[src/rtl/mmio_uart_tx_pkg.sv]
`default_nettype none
// ============================================================================
//  Module      : mmio_uart_tx_pkg
//  Description : Shared definitions for the memory-mapped UART transmitter:
//                register offsets, STATUS bit positions and FSM encodings.
//  Revision    : 1.0 - initial release
// ============================================================================
package mmio_uart_tx_pkg;

    // Register offsets, selected by iAddress[3:2]
    localparam logic [1:0] c_OFF_TXDATA  = 2'd0;
    localparam logic [1:0] c_OFF_STATUS  = 2'd1;
    localparam logic [1:0] c_OFF_BAUDDIV = 2'd2;
    localparam logic [1:0] c_OFF_RSVD    = 2'd3;

    // STATUS bit positions
    localparam int c_ST_FULL    = 0;
    localparam int c_ST_EMPTY   = 1;
    localparam int c_ST_ACTIVE  = 2;
    localparam int c_ST_OVF     = 3;
    localparam int c_ST_PARITY  = 4;
    localparam int c_ST_CNT_LSB = 8;

    // Transmitter FSM states
    typedef enum logic [2:0] {
        S_IDLE   = 3'd0,
        S_START  = 3'd1,
        S_DATA   = 3'd2,
        S_PARITY = 3'd3,
        S_STOP   = 3'd4
    } txState_t;

endpackage
`default_nettype wire

[src/rtl/mmio_uart_tx_if.sv]
`default_nettype none
// ============================================================================
//  Module      : mmio_uart_tx_if
//  Description : Data-bus (Dw*) slice seen by the UART: strobes, address,
//                write data, combinational read data and hit flag.
//  Revision    : 1.0 - initial release
// ============================================================================
interface mmio_uart_tx_if;
    logic        iReadEnable;
    logic        iWriteEnable;
    logic [3:0]  iByteEnable;
    logic [31:0] iAddress;
    logic [31:0] iWriteData;
    logic [31:0] oReadData;
    logic        oHit;

    modport master (
        output iReadEnable, iWriteEnable, iByteEnable, iAddress, iWriteData,
        input  oReadData, oHit
    );

    modport slave (
        input  iReadEnable, iWriteEnable, iByteEnable, iAddress, iWriteData,
        output oReadData, oHit
    );
endinterface
`default_nettype wire

[src/rtl/mmio_uart_tx_fifo.sv]
`default_nettype none
// ============================================================================
//  Module      : uart_tx_fifo
//  Description : Synchronous TX FIFO. A push while full is ignored unless a
//                pop happens in the same cycle; pointers wrap modulo DEPTH.
//  Revision    : 1.0 - initial release
// ============================================================================
module uart_tx_fifo #(
    parameter int DEPTH = 16,
    parameter int WIDTH = 8
) (
    input  wire logic                     iCLK,
    input  wire logic                     iRST,
    input  wire logic                     iPush,
    input  wire logic [WIDTH-1:0]         iPushData,
    input  wire logic                     iPop,
    output logic      [WIDTH-1:0]         oPopData,
    output logic                          oFull,
    output logic                          oEmpty,
    output logic      [$clog2(DEPTH):0]   oCount
);
    localparam int c_AW = $clog2(DEPTH);
    localparam int c_CW = c_AW + 1;
    localparam logic [c_CW-1:0] c_DEPTH = c_CW'(DEPTH);

    logic [WIDTH-1:0] r_mem [DEPTH];
    logic [c_AW-1:0]  r_wrPtr;
    logic [c_AW-1:0]  r_rdPtr;
    logic [c_CW-1:0]  r_count;
    logic             w_doPush;
    logic             w_doPop;

    assign oFull    = (r_count == c_DEPTH);
    assign oEmpty   = (r_count == '0);
    assign oCount   = r_count;
    assign oPopData = r_mem[r_rdPtr];
    assign w_doPop  = iPop & ~oEmpty;
    assign w_doPush = iPush & (~oFull | w_doPop);

    // Storage array: written on every accepted push, never reset
    always_ff @(posedge iCLK) begin
        if (w_doPush) begin
            r_mem[r_wrPtr] <= iPushData;
        end
    end

    // Pointer and occupancy bookkeeping
    always_ff @(posedge iCLK) begin
        if (iRST) begin
            r_wrPtr <= '0;
            r_rdPtr <= '0;
            r_count <= '0;
        end else begin
            if (w_doPush) begin
                r_wrPtr <= r_wrPtr + 1'b1;
            end
            if (w_doPop) begin
                r_rdPtr <= r_rdPtr + 1'b1;
            end
            case ({w_doPush, w_doPop})
                2'b10:   r_count <= r_count + 1'b1;
                2'b01:   r_count <= r_count - 1'b1;
                default: r_count <= r_count;
            endcase
        end
    end
endmodule
`default_nettype wire

[src/rtl/mmio_uart_tx.sv]
`default_nettype none
// ============================================================================
//  Module      : mmio_uart_tx
//  Description : Memory-mapped 8N1 UART transmitter with TX FIFO and a
//                combinational register read path for a single-cycle core.
//                Optional even parity bit when UART_PARITY_EN is defined.
//  Revision    : 1.0 - initial release
// ============================================================================
module mmio_uart_tx
    import mmio_uart_tx_pkg::*;
#(
    parameter logic [31:0] BASE_ADDR  = 32'hFF200100,
    parameter int          FIFO_DEPTH = 16,
    parameter logic [15:0] DIV_RESET  = 16'd433
) (
    input  wire logic         iCLK,
    input  wire logic         iRST,
    mmio_uart_tx_if.slave     dbus,
    output logic              oTx,
    output logic              oBusy
);
    localparam int c_CW = $clog2(FIFO_DEPTH) + 1;
`ifdef UART_PARITY_EN
    localparam logic c_PARITY_EN = 1'b1;
`else
    localparam logic c_PARITY_EN = 1'b0;
`endif

    logic [1:0]      w_offset;
    logic            w_wrEn, w_push, w_divWr, w_ovfClr, w_ovfSet;
    logic            w_full, w_empty, w_pop;
    logic [7:0]      w_fifoData;
    logic [c_CW-1:0] w_count;
    logic [31:0]     w_rdData;
    logic            r_ovf;
    logic [15:0]     r_baudDiv;

    txState_t        r_state, w_stateNext;
    logic [15:0]     r_cnt, w_cntNext;
    logic [15:0]     r_div, w_divNext;
    logic [7:0]      r_byte, w_byteNext;
    logic [2:0]      r_bitIdx, w_bitIdxNext, w_idxInc;
    logic            r_tx, w_txNext, w_tick;

    // Address decode and write strobes
    assign w_offset  = dbus.iAddress[3:2];
    assign dbus.oHit = (dbus.iAddress[31:4] == BASE_ADDR[31:4]);
    assign w_wrEn    = dbus.oHit & dbus.iWriteEnable;
    assign w_push    = w_wrEn & (w_offset == c_OFF_TXDATA) & dbus.iByteEnable[0];
    assign w_divWr   = w_wrEn & (w_offset == c_OFF_BAUDDIV) & (dbus.iByteEnable[1:0] == 2'b11);
    assign w_ovfClr  = w_wrEn & (w_offset == c_OFF_STATUS) & dbus.iWriteData[c_ST_OVF];
    // A push into a full FIFO survives only if the FSM frees a slot this cycle
    assign w_ovfSet  = w_push & w_full & ~w_pop;

    logic w_unused;
    assign w_unused = ^{dbus.iAddress[1:0], dbus.iWriteData[31:16], dbus.iByteEnable[3:2]};

    uart_tx_fifo #(
        .DEPTH (FIFO_DEPTH),
        .WIDTH (8)
    ) u_fifo (
        .iCLK      (iCLK),
        .iRST      (iRST),
        .iPush     (w_push),
        .iPushData (dbus.iWriteData[7:0]),
        .iPop      (w_pop),
        .oPopData  (w_fifoData),
        .oFull     (w_full),
        .oEmpty    (w_empty),
        .oCount    (w_count)
    );

    // Sticky overflow flag, cleared by writing STATUS with bit 3 set
    always_ff @(posedge iCLK) begin
        if (iRST)          r_ovf <= 1'b0;
        else if (w_ovfSet) r_ovf <= 1'b1;
        else if (w_ovfClr) r_ovf <= 1'b0;
    end

    // Baud divider register
    always_ff @(posedge iCLK) begin
        if (iRST)         r_baudDiv <= DIV_RESET;
        else if (w_divWr) r_baudDiv <= dbus.iWriteData[15:0];
    end

    // Combinational read mux, zero when not selected
    always_comb begin
        w_rdData = '0;
        if (dbus.oHit & dbus.iReadEnable) begin
            case (w_offset)
                c_OFF_STATUS: begin
                    w_rdData[c_ST_FULL]                  = w_full;
                    w_rdData[c_ST_EMPTY]                 = w_empty;
                    w_rdData[c_ST_ACTIVE]                = (r_state != S_IDLE);
                    w_rdData[c_ST_OVF]                   = r_ovf;
                    w_rdData[c_ST_PARITY]                = c_PARITY_EN;
                    w_rdData[c_ST_CNT_LSB +: 8]          = 8'(w_count);
                end
                c_OFF_BAUDDIV: w_rdData = {16'h0000, r_baudDiv};
                default:       w_rdData = '0;
            endcase
        end
    end
    assign dbus.oReadData = w_rdData;

    // FSM state and serialiser registers
    always_ff @(posedge iCLK) begin
        if (iRST) begin
            r_state  <= S_IDLE;
            r_cnt    <= '0;
            r_div    <= '0;
            r_byte   <= '0;
            r_bitIdx <= '0;
            r_tx     <= 1'b1;
        end else begin
            r_state  <= w_stateNext;
            r_cnt    <= w_cntNext;
            r_div    <= w_divNext;
            r_byte   <= w_byteNext;
            r_bitIdx <= w_bitIdxNext;
            r_tx     <= w_txNext;
        end
    end

    // Next-state logic; oTx is computed for the upcoming bit so it leaves a flop
    assign w_tick   = (r_cnt == '0);
    assign w_idxInc = r_bitIdx + 3'd1;
    always_comb begin
        w_stateNext  = r_state;
        w_cntNext    = w_tick ? r_cnt : r_cnt - 16'd1;
        w_divNext    = r_div;
        w_byteNext   = r_byte;
        w_bitIdxNext = r_bitIdx;
        w_txNext     = r_tx;
        w_pop        = 1'b0;
        case (r_state)
            S_IDLE: begin
                if (!w_empty) begin
                    w_pop       = 1'b1;
                    w_stateNext = S_START;
                    w_cntNext   = r_baudDiv;
                    w_divNext   = r_baudDiv;
                    w_byteNext  = w_fifoData;
                    w_txNext    = 1'b0;
                end
            end
            S_START: begin
                if (w_tick) begin
                    w_stateNext  = S_DATA;
                    w_cntNext    = r_div;
                    w_bitIdxNext = 3'd0;
                    w_txNext     = r_byte[0];
                end
            end
            S_DATA: begin
                if (w_tick) begin
                    w_cntNext = r_div;
                    if (r_bitIdx == 3'd7) begin
`ifdef UART_PARITY_EN
                        w_stateNext = S_PARITY;
                        w_txNext    = ^r_byte;
`else
                        w_stateNext = S_STOP;
                        w_txNext    = 1'b1;
`endif
                    end else begin
                        w_bitIdxNext = w_idxInc;
                        w_txNext     = r_byte[w_idxInc];
                    end
                end
            end
`ifdef UART_PARITY_EN
            S_PARITY: begin
                if (w_tick) begin
                    w_stateNext = S_STOP;
                    w_cntNext   = r_div;
                    w_txNext    = 1'b1;
                end
            end
`endif
            S_STOP: begin
                if (w_tick) begin
                    if (!w_empty) begin
                        // back-to-back frame: no idle gap after the stop bit
                        w_pop       = 1'b1;
                        w_stateNext = S_START;
                        w_cntNext   = r_baudDiv;
                        w_divNext   = r_baudDiv;
                        w_byteNext  = w_fifoData;
                        w_txNext    = 1'b0;
                    end else begin
                        w_stateNext = S_IDLE;
                        w_txNext    = 1'b1;
                    end
                end
            end
            default: begin
                w_stateNext = S_IDLE;
                w_txNext    = 1'b1;
            end
        endcase
    end

    assign oTx   = r_tx;
    assign oBusy = (r_state != S_IDLE) | ~w_empty;
endmodule
`default_nettype wire

[src/flat_wrapper.sv]
// flat-port wrapper written by rule: the top's interface ports become plain ports
module mmio_uart_tx_flat import mmio_uart_tx_pkg::*;
#(
    parameter logic [31:0] BASE_ADDR  = 32'hFF200100,
    parameter int          FIFO_DEPTH = 16,
    parameter logic [15:0] DIV_RESET  = 16'd433
)
  (iCLK, iRST, oTx, oBusy, dbus_iReadEnable, dbus_iWriteEnable, dbus_iByteEnable, dbus_iAddress, dbus_iWriteData, dbus_oReadData, dbus_oHit);
  mmio_uart_tx_if dbus_i ();
  input  wire logic iCLK;
  input  wire logic iRST;
  output logic oTx;
  output logic oBusy;
  input wire logic [$bits(dbus_i.iReadEnable)-1:0] dbus_iReadEnable;
  input wire logic [$bits(dbus_i.iWriteEnable)-1:0] dbus_iWriteEnable;
  input wire logic [$bits(dbus_i.iByteEnable)-1:0] dbus_iByteEnable;
  input wire logic [$bits(dbus_i.iAddress)-1:0] dbus_iAddress;
  input wire logic [$bits(dbus_i.iWriteData)-1:0] dbus_iWriteData;
  output wire logic [$bits(dbus_i.oReadData)-1:0] dbus_oReadData;
  output wire logic [$bits(dbus_i.oHit)-1:0] dbus_oHit;
  assign dbus_i.iReadEnable = dbus_iReadEnable;
  assign dbus_i.iWriteEnable = dbus_iWriteEnable;
  assign dbus_i.iByteEnable = dbus_iByteEnable;
  assign dbus_i.iAddress = dbus_iAddress;
  assign dbus_i.iWriteData = dbus_iWriteData;
  assign dbus_oReadData = dbus_i.oReadData;
  assign dbus_oHit = dbus_i.oHit;
  mmio_uart_tx #(.BASE_ADDR(BASE_ADDR), .FIFO_DEPTH(FIFO_DEPTH), .DIV_RESET(DIV_RESET)) u_core (.iCLK(iCLK), .iRST(iRST), .dbus(dbus_i), .oTx(oTx), .oBusy(oBusy));
endmodule
[config.mk]
export PLATFORM = sky130hd
export DESIGN_NAME = mmio_uart_tx_flat
export DESIGN_NICKNAME = d
export VERILOG_FILES = /design/src/rtl/mmio_uart_tx_pkg.sv /design/src/rtl/mmio_uart_tx_if.sv /design/src/rtl/mmio_uart_tx_fifo.sv /design/src/rtl/mmio_uart_tx.sv /design/src/flat_wrapper.sv
export SDC_FILE = /design/constraint.sdc
export NUM_CORES = 1
export LEC_CHECK = 0
export ABC_AREA = 1
export BUFFER_PORTS_ARGS = -buffer_cell sky130_fd_sc_hd__buf_2
export CORE_MARGIN = 2
export CORE_UTILIZATION = 50
export CTS_CLUSTER_SIZE = 28
export DETAILED_ROUTE_END_ITERATION = 6
export GPL_ROUTABILITY_DRIVEN = 1
export PLACE_DENSITY_LB_ADDON = 0.05
export SLEW_MARGIN = 20
export SYNTH_ARGS = -nofsm -noshare
export SYNTH_HDL_FRONTEND = slang
export SYNTH_SLANG_ARGS = --single-unit
[constraint.sdc]
create_clock -name iCLK -period 2.4 [get_ports iCLK]
set_input_delay 0.12 -clock iCLK [delete_from_list [all_inputs] [get_ports iCLK]]
set_output_delay 0.12 -clock iCLK [all_outputs]
set_load 0.005 [all_outputs]
Word level (Yosys, flattened, before mapping). Memories as Yosys holds them, arrays and structs flattened. A register that Yosys moved wholly into a read port is not among the register bits. Index checks and enable logic that the tools add are counted.

Bits in registers: 77. Bits in latches: 0. Bits in writable memories: 128. ROM bits: 0. Output and inout port bits: 35. Logic and storage cells: 112. Memories kept: 1.

Add/subtract/negate cells: 6. Multiply operators: 0. Div/mod/pow operators: 0. Order comparisons: 1. Eq/ne operators: 17. Shift-type cells: 0. Multiplexer cells: 45. Bitwise logic cells: 17. Reductions and logical operators: 14.

Memory list: u_core.u_fifo.r_mem (words 16, width 8, read ports 1, clocked after memory_dff 1, write ports 1, RTL line mmio_uart_tx_fifo.sv:26) `logic [WIDTH-1:0] r_mem [DEPTH];`.

Operators by type and width (count): $mux 16 (7); $pmux 16 s3 (1); $pmux 16 s2 (1); $pmux 8 s2 (2); $eq 28x28->1 const B (1); $mux 3 (9); $pmux 5 s2 (2); $logic_not 16->1 (1); $mux 8 (2); $sub 16x1->16 const B (1); $mux 1 (14); $and 1x1->1 (12); $pmux 3 s4 (1); $add 4x1->4 const B (2); $mux 4 (2); $ne 2x1->1 const B (4); $reduce_and 4->1 (2); $reduce_bool 2->1 (4); $eq 2x2->1 const B (3); $eq 3x3->1 const B (2); $pmux 3 s2 (1); $add 5x1->5 const B (1); $eq 5x5->1 const B (1); $logic_not 5->1 (1); 18 further kinds (23).

Logic depth before layout (Yosys ltp). Gate-level depths: netlist of run 1.

Depth after elaboration: 9. Depth in mapped cells: 20. Depth with buffers taken out: 20.

Modules after synthesis. A second synthesis of run 1 with hierarchy kept.

Cells, all modules: 1149. Area total of the unflattened synthesis: 10042.1 sq um.

By module, submodules not included: uart_tx_fifo (instances 1, cells each 538, area each 6152.2 sq um); mmio_uart_tx (instances 1, cells each 611, area each 3890.0 sq um).

Worst setup path after synthesis of run 1. OpenSTA, ideal clock, no wires.

Kind: reg-to-reg. Start: register u_core.r_cnt[0]. End: register u_core.u_fifo.r_count[4] (netlist: u_core.u_fifo.oCount[4]). Library setup time: 0.115 ns. Arrival time: 2.219 ns. Data required time: 2.285 ns. Slack: 0.067 ns. Cell stages (with the launch flop): 20. Path buffers: 0. Clock period less this slack: 2.333 ns. Path through: dfxtp_1 inv_1 ha_1 nand2_1 inv_1 nand3_2 nand2_4 nand2_8 inv_4 nand2_2 inv_1 fa_1 nand2_1 nand2_1 a21oi_1 nand2_1 nand2_1 nand3_1 nand2_1 nor2_1.

Word-level cells in the longest chain between the ends: 8. Elaborated cells between the ends (all ways): 10. Classes of those cells: eq/ne: 2; mux: 3; bitwise: 3; reduce/logical: 2.

RTL lines: start: declaration (RTL line mmio_uart_tx.sv:39) `logic [15:0] r_cnt, w_cntNext;`; start signal: assignment (RTL line mmio_uart_tx.sv:117) `r_cnt <= w_cntNext;`; $logic_not 16->1 * (RTL line mmio_uart_tx.sv:126) `assign w_tick = (r_cnt == '0);`; $mux 1 * (RTL line mmio_uart_tx.sv:182) `if (w_tick) begin`; $pmux 1 s2 * (RTL line mmio_uart_tx.sv:136) `case (r_state)`; $and 1x1->1 * (RTL line mmio_uart_tx_fifo.sv:37) `assign w_doPop = iPop & ~oEmpty;`; $or 1x1->1 (RTL line mmio_uart_tx_fifo.sv:38) `assign w_doPush = iPush & (~oFull | w_doPop);`; $and 1x1->1 (RTL line mmio_uart_tx_fifo.sv:38); $eq 2x1->1 / $eq 2x2->1 (equally long branches) (RTL line mmio_uart_tx_fifo.sv:60) `case ({w_doPush, w_doPop})`; $pmux 5 s2 / $reduce_bool 2->1 (equally long branches); end signal: assignment (RTL line mmio_uart_tx_fifo.sv:61) `2'b10: r_count <= r_count + 1'b1;`; end signal: assignment (RTL line mmio_uart_tx_fifo.sv:62) `2'b01: r_count <= r_count - 1'b1;`; end signal: assignment (RTL line mmio_uart_tx_fifo.sv:63) `default: r_count <= r_count;`; end: declaration (RTL line mmio_uart_tx_fifo.sv:29) `logic [c_CW-1:0] r_count;`.

Mark *: on every way between the ends. The rest lies on a longest branch, timed or not. A chain may end at the register's enable or synchronous reset.

Worst setup path in the final report of run 1.
Start: register u_core.r_cnt[12]. End: memory u_core.u_fifo.r_mem[9][5] (enable).

Word-level cells in the longest chain between the ends: 8.

RTL lines: $logic_not 16->1 (RTL line mmio_uart_tx.sv:126); $mux 1 (RTL line mmio_uart_tx.sv:182); $pmux 1 s2 (RTL line mmio_uart_tx.sv:136); $and 1x1->1 (RTL line mmio_uart_tx_fifo.sv:37); $or 1x1->1 (RTL line mmio_uart_tx_fifo.sv:38); $and 1x1->1 (RTL line mmio_uart_tx_fifo.sv:38); $mux 1 (RTL line mmio_uart_tx_fifo.sv:42) `if (w_doPush) begin`; $mux 1 (implied by the code) (RTL line mmio_uart_tx_fifo.sv:43) `r_mem[r_wrPtr] <= iPushData;`; end: declaration (RTL line mmio_uart_tx_fifo.sv:26).

No other way between the ends.

==> summary.md, run 1 <==
| Metric | Value |
|---|---|
| Top delay family on crit path | `simple AND/OR/NAND/NOR gates` |
| H-Tree Depth | `1` |
| Crit-path slowest cell | `nor2_2` |
| Layout area overhead | `17.6%` |
| Min-delay worst type | `primary input to flip-flop` |
| Power Density | `1140 nW/um2` |
| DRT antenna net count | `0` |
| Total Power | `13,000 uW` |
| I/O pins | `107` |
| Final Hold Fails | `0` |
| Die area | `20,600 um2` |
| Post-synth EDFFs | `128` |
| Fill cells | `1,714` |
| Critical path type | `flip-flop to flip-flop` |
| Rows | `51` |
| Routed WL | `22.9 mm` |
| Nets | `1,212` |
| Largest net degree at the start of global routing | `37` |
| Post-route DRC | `0` |
| Fin worst setup slack | `171 ps` |
| Setup_tns | `0 ps` |
| Clock latency on the worst-skew pair | `510 ps` |
| Max IR drop VDD | `0.641 mV` |
| Clk sink count | `209` |
| Synth Register Bits | `209` |
| Buffers & Inverters on Critical Path | `2` |
| GRT Overall Usage | `22.4%` |
| Leak | `0.00452 uW` |
| Startpoint Class | `flip-flop` |
| Final setup viols | `0` |
| Number of global-route vias before repair | `6,798` |
| Via count | `7,343` |
| Die height | `144 um` |
| Yosys top cell area share | `39.4%` |
| Buffers added on ports | `70` |
| Dominant cells by area after synthesis | `edfxtp_1, dfxtp_1, inv_1, a21oi_1, nand2_1` |
| N_diodes | `0` |
| Hold path depth | `1` |
| Instance count on the critical path | `12` |
| Hold_ws | `39.2 ps` |
| Reg2Reg Depth | `12` |
| Final Wtd Congestion | `0.837` |
| Syn Area/Cell | `9.74 um2` |
| WL/cell | `16.3 um` |
| Final period utilization | `92.9%` |
| Core area | `19,300 um2` |
| Layout cells sized above 1 | `21.3%` |
| Router iterations before antenna repair | `6` |
| Final Util | `59.4%` |
| Clock slew at reported path FFs | `60 ps` |
| Pre-CTS WS | `-29.4 ps` |
| Commonest cells after routing, fill and taps aside | `edfxtp_1, inv_1, nand2_1, a21oi_1, dfxtp_1` |
| First-pass GRT wire length | `35.8 mm` |
| CTS tree | `yes` |
| Chip width | `144 um` |
| Total gr overflow | `0` |
| Commonest non-fill, non-tap cell in the layout | `edfxtp_1` |
| CP max stage delay | `330 ps` |
| Req. time, crit path | `2570 ps` |
| Initial antenna violation count | `0` |
| Clock skew | `11.0 ps` |
| F_max | `0.449 GHz` |
| Slew margin rel. | `57.7%` |
| Root Buffer | `clkbuf_16` |
| Synthesized area | `9760 um2` |
| Critical path arrival | `2390 ps` |
| Worst path cell trace | `nor2_2 > nand3_1 > nor2_2 > nand3_2 > nand2_4 > nand2_8 > nand2_4 > nand2_4 > clkinv_2 > nand2_1 > buf_4 > nor2_2` |
| Initial Utilization | `50.5%` |
| Slew Viols, Final | `0` |
| Post-synthesis async set-or-reset flop share | `0%` |
| Seq/Total Area, Yosys | `56.0%` |
| Crit. End Element | `flip-flop` |
| Warnings from Yosys | `0` |
| Synth unique cells | `45` |
| Vias/cell | `5.22` |
| Dominant synthesized flop cell | `edfxtp_1` |
| 1st-iter DRT viols | `446` |
| Final HPWL DP | `15.7 mm` |
| Max FO, Critical Path | `8` |
| Synth area leader | `edfxtp_1` |
| Fin crit period | `2230 ps` |
| Clock Path Buffers | `3` |
| Slew @ Worst Pin | `634 ps` |
| Outcome | `completed` |
| Max Cap Viol | `0` |
| Post-synthesis cell count | `1,002` |
| Number of CTS-inserted buffers | `23` |
==> final timing paths <==
| kind | startpoint | endpoint | slack [ps] |
|---|---|---|---|
| setup reg to reg | u_core.r_cnt[12] | u_core.u_fifo.r_mem[9][5] | 170 |
| hold / removal | dbus_iWriteData[4] | u_core.u_fifo.r_mem[12][4] | 40 |
| hold reg to reg | u_core.r_div[5] | u_core.r_div[5] | 450 |
| setup / recovery | u_core.r_cnt[12] | u_core.u_fifo.r_mem[9][5] | 170 |
==> where the power goes <==
part | total [uW] | internal, uW | switching (uW)
sequential | 4470 | 4210 | 262
combinational | 5300 | 2030 | 3260
clock | 3280 | 1880 | 1410
==> stage by stage <==
step,std cells,cell area (um2)
floorplan,1017,9810
global placement,1352,10600
detailed placement,1352,10600
CTS,1404,11400
global route,1406,11500
finish,1406,11500
==> cell families (layout without fill, tap and decap cells) <==
| kind of cell | count (synthesis) | after routing | synth area share (%) |
|---|---|---|---|
| and+or+nand+nor | 295 | 295 | 14.1 |
| AOI/OAI and AO/OA | 251 | 251 | 15.1 |
| DFF | 209 | 209 | 56.0 |
| buffers and inverters | 192 | 316 | 8.77 |
| muxes | 32 | 32 | 3.28 |
| adders and majority gates | 16 | 16 | 2.13 |
| xor gates and xnor gates | 6 | 6 | 0.539 |
| other | 1 | 16 | 0.0384 |
==> layer usage <==
layer | track usage (%) | up-vias | wire [um] | part of all wire (%)
li1 | - | 3674 | - | -
met4 | 3.97 | 0 | 315 | 1.4
met3 | 4.20 | 34 | 1260 | 5.5
met5 | 0 | - | 0 | 0
met2 | 35.4 | 169 | 10500 | 46
met1 | 32.6 | 3466 | 10900 | 48
==> cell type report <==
type / count / area (um2) / area share [%]
repair buffers: 142 / 926 / 8.07
clock buffers: 27 / 591 / 5.15
inverters: 132 / 499 / 4.35
well taps: 265 / 332 / 2.89
flip-flops and latches: 209 / 5470 / 47.7
clock inverters: 15 / 110 / 0.959
multi-input cells: 616 / 3550 / 30.9
==> cell usage after synthesis, drive strengths merged (2+ instances only) <==
library cell    n
inv           131
o21ai          84
mux2i          32
o22ai           9
edfxtp        128
a211oi         13
nor2           95
xor2            5
a22oi           3
clkbuf         20
buf            40
dfxtp          81
ha             15
nand2         121
nand4           7
a31oi          13
nand3          57
a32oi           2
nor3           13
o211ai         36
a21oi          90
==> worst reg2reg max path, delay by kind of cell, from the launching register on <==
family	cells	cell delay, ps
buffers and inverters	2	270
flip-flops	1	320
AND/OR/NAND/NOR	10	1300
==> sequential cells by signal, summed over array words and instances, names as in the netlist, named ones only <==
register	cells
u_core.r_baudDiv	16
u_core.r_byte	8
u_core.r_div	16
u_core.oTx	1
u_core.u_fifo.r_rdPtr	4
u_core.u_fifo.oCount	5
u_core.r_state	3
u_core.r_cnt	16
u_core.u_fifo.r_wrPtr	4
u_core.r_bitIdx	3
u_core.u_fifo.r_mem	128
u_core.r_ovf	1
==> timing repair <==
| action | CTS | global route |
|---|---|---|
| buffers inserted | 1 | 2 |
| pin swaps | 1 | 6 |
| hold buffers | 9 | 0 |
| hold endpoints to repair | 9 | 0 |
| resized for setup | 4 | 19 |
| endpoints found under the setup margin | 10 | 103 |
(Power assumes the default switching activity.)
==> inputs of run 2 (changes only) <==
PLACE_DENSITY = 0.74   (was default)
PLACE_DENSITY_LB_ADDON = default   (was 0.05)
RECOVER_POWER = 100   (was default)
SLEW_MARGIN = 10   (was 20)
==> run 2 against run 1 <==
Net effect: final cell count down 1.1%; maximum frequency down 2.7%; utilization down 0.35 points; flip-flop and latch count unchanged; wire length down 0.34%; sequential share of layout area up 0.27 points; non-clock buffer count down 15; clock power up 15%; combinational power down 6.0%; sequential power up 2%; clock skew down 2.9 ps; critical path type unchanged; largest power group unchanged.
==> summary.md, run 2 (synthesized netlist as in run 1, its figures left out) <==
| Metric | Value |
|---|---|
| Via count | `7,389 (+0.63%)` |
| Core area | `19,300 um2 (unchanged)` |
| Clk sink count | `209 (unchanged)` |
| Buffers added on ports | `70 (unchanged)` |
| Layout cells sized above 1 | `17.2% (-4.1 points)` |
| R2R Setup Slk | `110 ps (-60 ps)` |
| Routed WL | `22.9 mm (-0.34%)` |
| Crit. End Element | `flip-flop` |
| Final HPWL DP | `15.0 mm (-4.6%)` |
| Clock Path Buffers | `3 (unchanged)` |
| Startpoint Class | `flip-flop` |
| Largest net degree at the start of global routing | `52 (+41%)` |
| Total gr overflow | `0 (unchanged)` |
| Crit-path slowest cell | `fa_2` |
| 1st-iter DRT viols | `497 (+11%)` |
| Clock latency on the worst-skew pair | `500 ps (about the same)` |
| Clock skew | `8.18 ps (-2.85 ps)` |
| Die area | `20,600 um2 (unchanged)` |
| Leak | `0.00443 uW (-2.2%)` |
| I/O pins | `107 (unchanged)` |
| Commonest cells after routing, fill and taps aside | `edfxtp_1, inv_1, nand2_1, a21oi_1, dfxtp_1` |
| Max Cap Viol | `0 (unchanged)` |
| Rows | `51 (unchanged)` |
| Final period utilization | `95.4% (+2.6 points)` |
| Critical path arrival | `2680 ps (+290 ps)` |
| Buffers & Inverters on Critical Path | `4 (+2)` |
| Slew Viols, Final | `0 (unchanged)` |
| Initial antenna violation count | `0 (unchanged)` |
| Slew @ Worst Pin | `1140 ps (+504 ps)` |
| Max IR drop VDD | `0.791 mV (+23%)` |
| Router iterations before antenna repair | `5 (-1)` |
| Final setup viols | `0 (unchanged)` |
| Placed cell areas | `10,500 um2 (-0.78%)` |
| WL/cell | `16.4 um (+0.74%)` |
| Clock slew at reported path FFs | `60 ps (about the same)` |
| Layout area overhead | `16.9%` |
| CP max stage delay | `380 ps (+50 ps)` |
| RSZ-0062 raised after global routing | `true` |
| Power Density | `1170 nW/um2 (+2.8%)` |
| Commonest non-fill, non-tap cell in the layout | `edfxtp_1` |
| Biggest register | `u_core.u_fifo.r_mem` |
| Reg area | `5470 um2 (about the same)` |
| Top delay family on crit path | `simple AND/OR/NAND/NOR gates` |
| Fill cells | `1,611 (-6.0%)` |
| H-Tree Depth | `1 (unchanged)` |
| Fin crit period | `2290 ps (+61.7 ps)` |
| CTS tree | `yes` |
| Number of CTS-inserted buffers | `23 (unchanged)` |
| Critical path type | `flip-flop to flip-flop` |
| DRT antenna net count | `0 (unchanged)` |
| Number of global-route vias before repair | `6,810 (+0.18%)` |
| Slew margin rel. | `24.1% (-34 points)` |
| Finished Cell Area | `11,400 um2 (-0.59%)` |
| Initial Utilization | `50.5% (unchanged)` |
| GRT Overall Usage | `21.9% (-0.49 points)` |
| Total Power | `13,300 uW (+2.2%)` |
| Most common cell on crit path | `nand2_1` |
| Root Buffer | `clkbuf_16` |
| F_max | `0.437 GHz (-2.7%)` |
| Outcome | `completed` |
| Min-delay worst type | `primary input to flip-flop` |
| Worst path cell trace | `inv_1 > ha_1 > nand2_1 > inv_1 > nand3_2 > nand2_4 > nand2_8 > inv_4 > nand2_2 > inv_2 > fa_2 > nand2_1 > nand2_1 > a21oi_2 > nand2_1 > nand2_2 > nand3_1 > nand2_1 > nor2_1` |
| Req. time, crit path | `2790 ps (+220 ps)` |
| Final Wtd Congestion | `0.874 (+4.5%)` |
| Die height | `144 um (unchanged)` |
| Nets | `1,197 (-1.2%)` |
| Vias/cell | `5.31 (+1.7%)` |
| Final Hold Fails | `0 (unchanged)` |
| First-pass GRT wire length | `34.9 mm (-2.5%)` |
| Multi-input logic area | `3510 um2 (-1.0%)` |
| Post-route DRC | `0 (unchanged)` |
| Largest register FFs | `128 (unchanged)` |
| Max FO, Critical Path | `5 (-3)` |
| Chip width | `144 um (unchanged)` |
run 2: cell count changes in the layout (fill, tap and decap cells not counted), sizes merged:
cell,delta
bufinv,+5
inv,-1
clkbuf,+18
diode,+1
clkinvlp,-3
clkinv,+2
dlygate4sd3,-1
buf,-36
run 2: worst register-to-register path, delay by kind of cell, from the launching register on:
| kind | cells | cell delay, ps |
|---|---|---|
| AO/OA/AOI/OAI | 1 | 160 |
| adder cells (fa/ha/maj) | 2 | 590 |
| AND/OR/NAND/NOR | 12 | 900 |
| buffers and inverters | 4 | 210 |
| flip-flops | 1 | 320 |
run 2: final cells by class:
| class | count | share of cell area, % |
|---|---|---|
| Clock buffer | 23 | 5.04 |
| Inverter | 132 | 4.38 |
| Multi-Input combinational cell | 616 | 30.8 |
| Timing Repair Buffer | 127 | 6.82 |
| Antenna cell | 1 | 0.0219 |
| Tap cell | 265 | 2.91 |
| Clock inverter | 18 | 2.11 |
| Sequential cell | 209 | 47.9 |
run 2: layer usage:
metal,track usage [%],routed length [um],part of all wire (%)
met1,28.2,9800,43
met2,38.3,11500,50
met3,3.30,1080,4.7
met4,6.35,520,2.3
met5,0,0,0
run 2: repair_timing:
action                                  CTS  global route
pin swaps                                 0             1
setup buffers                             0             0
gates resized for setup                  10            13
endpoints found under the setup margin   65            65
endpoints found under the hold margin     8             0
hold buffers                              8             0
run 2: power by group:
group          internal [uW]  leakage (uW)  total, uW  switching [uW]
Combinational           1920       0.00221       4980            3060
Clock                   2390      0.000398       3780            1390
Sequential              4210       0.00181       4570             363
Total                   8520       0.00443      13300            4820
run 2: stage by stage:
step | std cells | util [%] | setup TNS [ps] | hold WS (ps) | worst slack [ps]
floorplan | 1017 | - | 0 | 219 | 66.5
global route | 1390 | 59.0 | -66.2 | 8.91 | -66.2
detailed placement | 1341 | 54.4 | -1890 | 349 | -88.6
CTS | 1390 | 59.2 | -422 | 18.0 | -27.1
global placement | 1341 | 54.4 | -192 | 350 | -24.3
finish | 1391 | 59.0 | 0 | 10.7 | 110
run 2: path summary, 6_finish.rpt:
kind,endpoint,cells past startpoint,from
hold / removal,u_core.r_baudDiv[14],3,dbus_iWriteData[14]
setup / recovery,u_core.u_fifo.oCount[4],19,u_core.r_cnt[0]
hold reg to reg,u_core.r_div[14],2,u_core.r_div[14]
setup reg to reg,u_core.u_fifo.oCount[4],19,u_core.r_cnt[0]
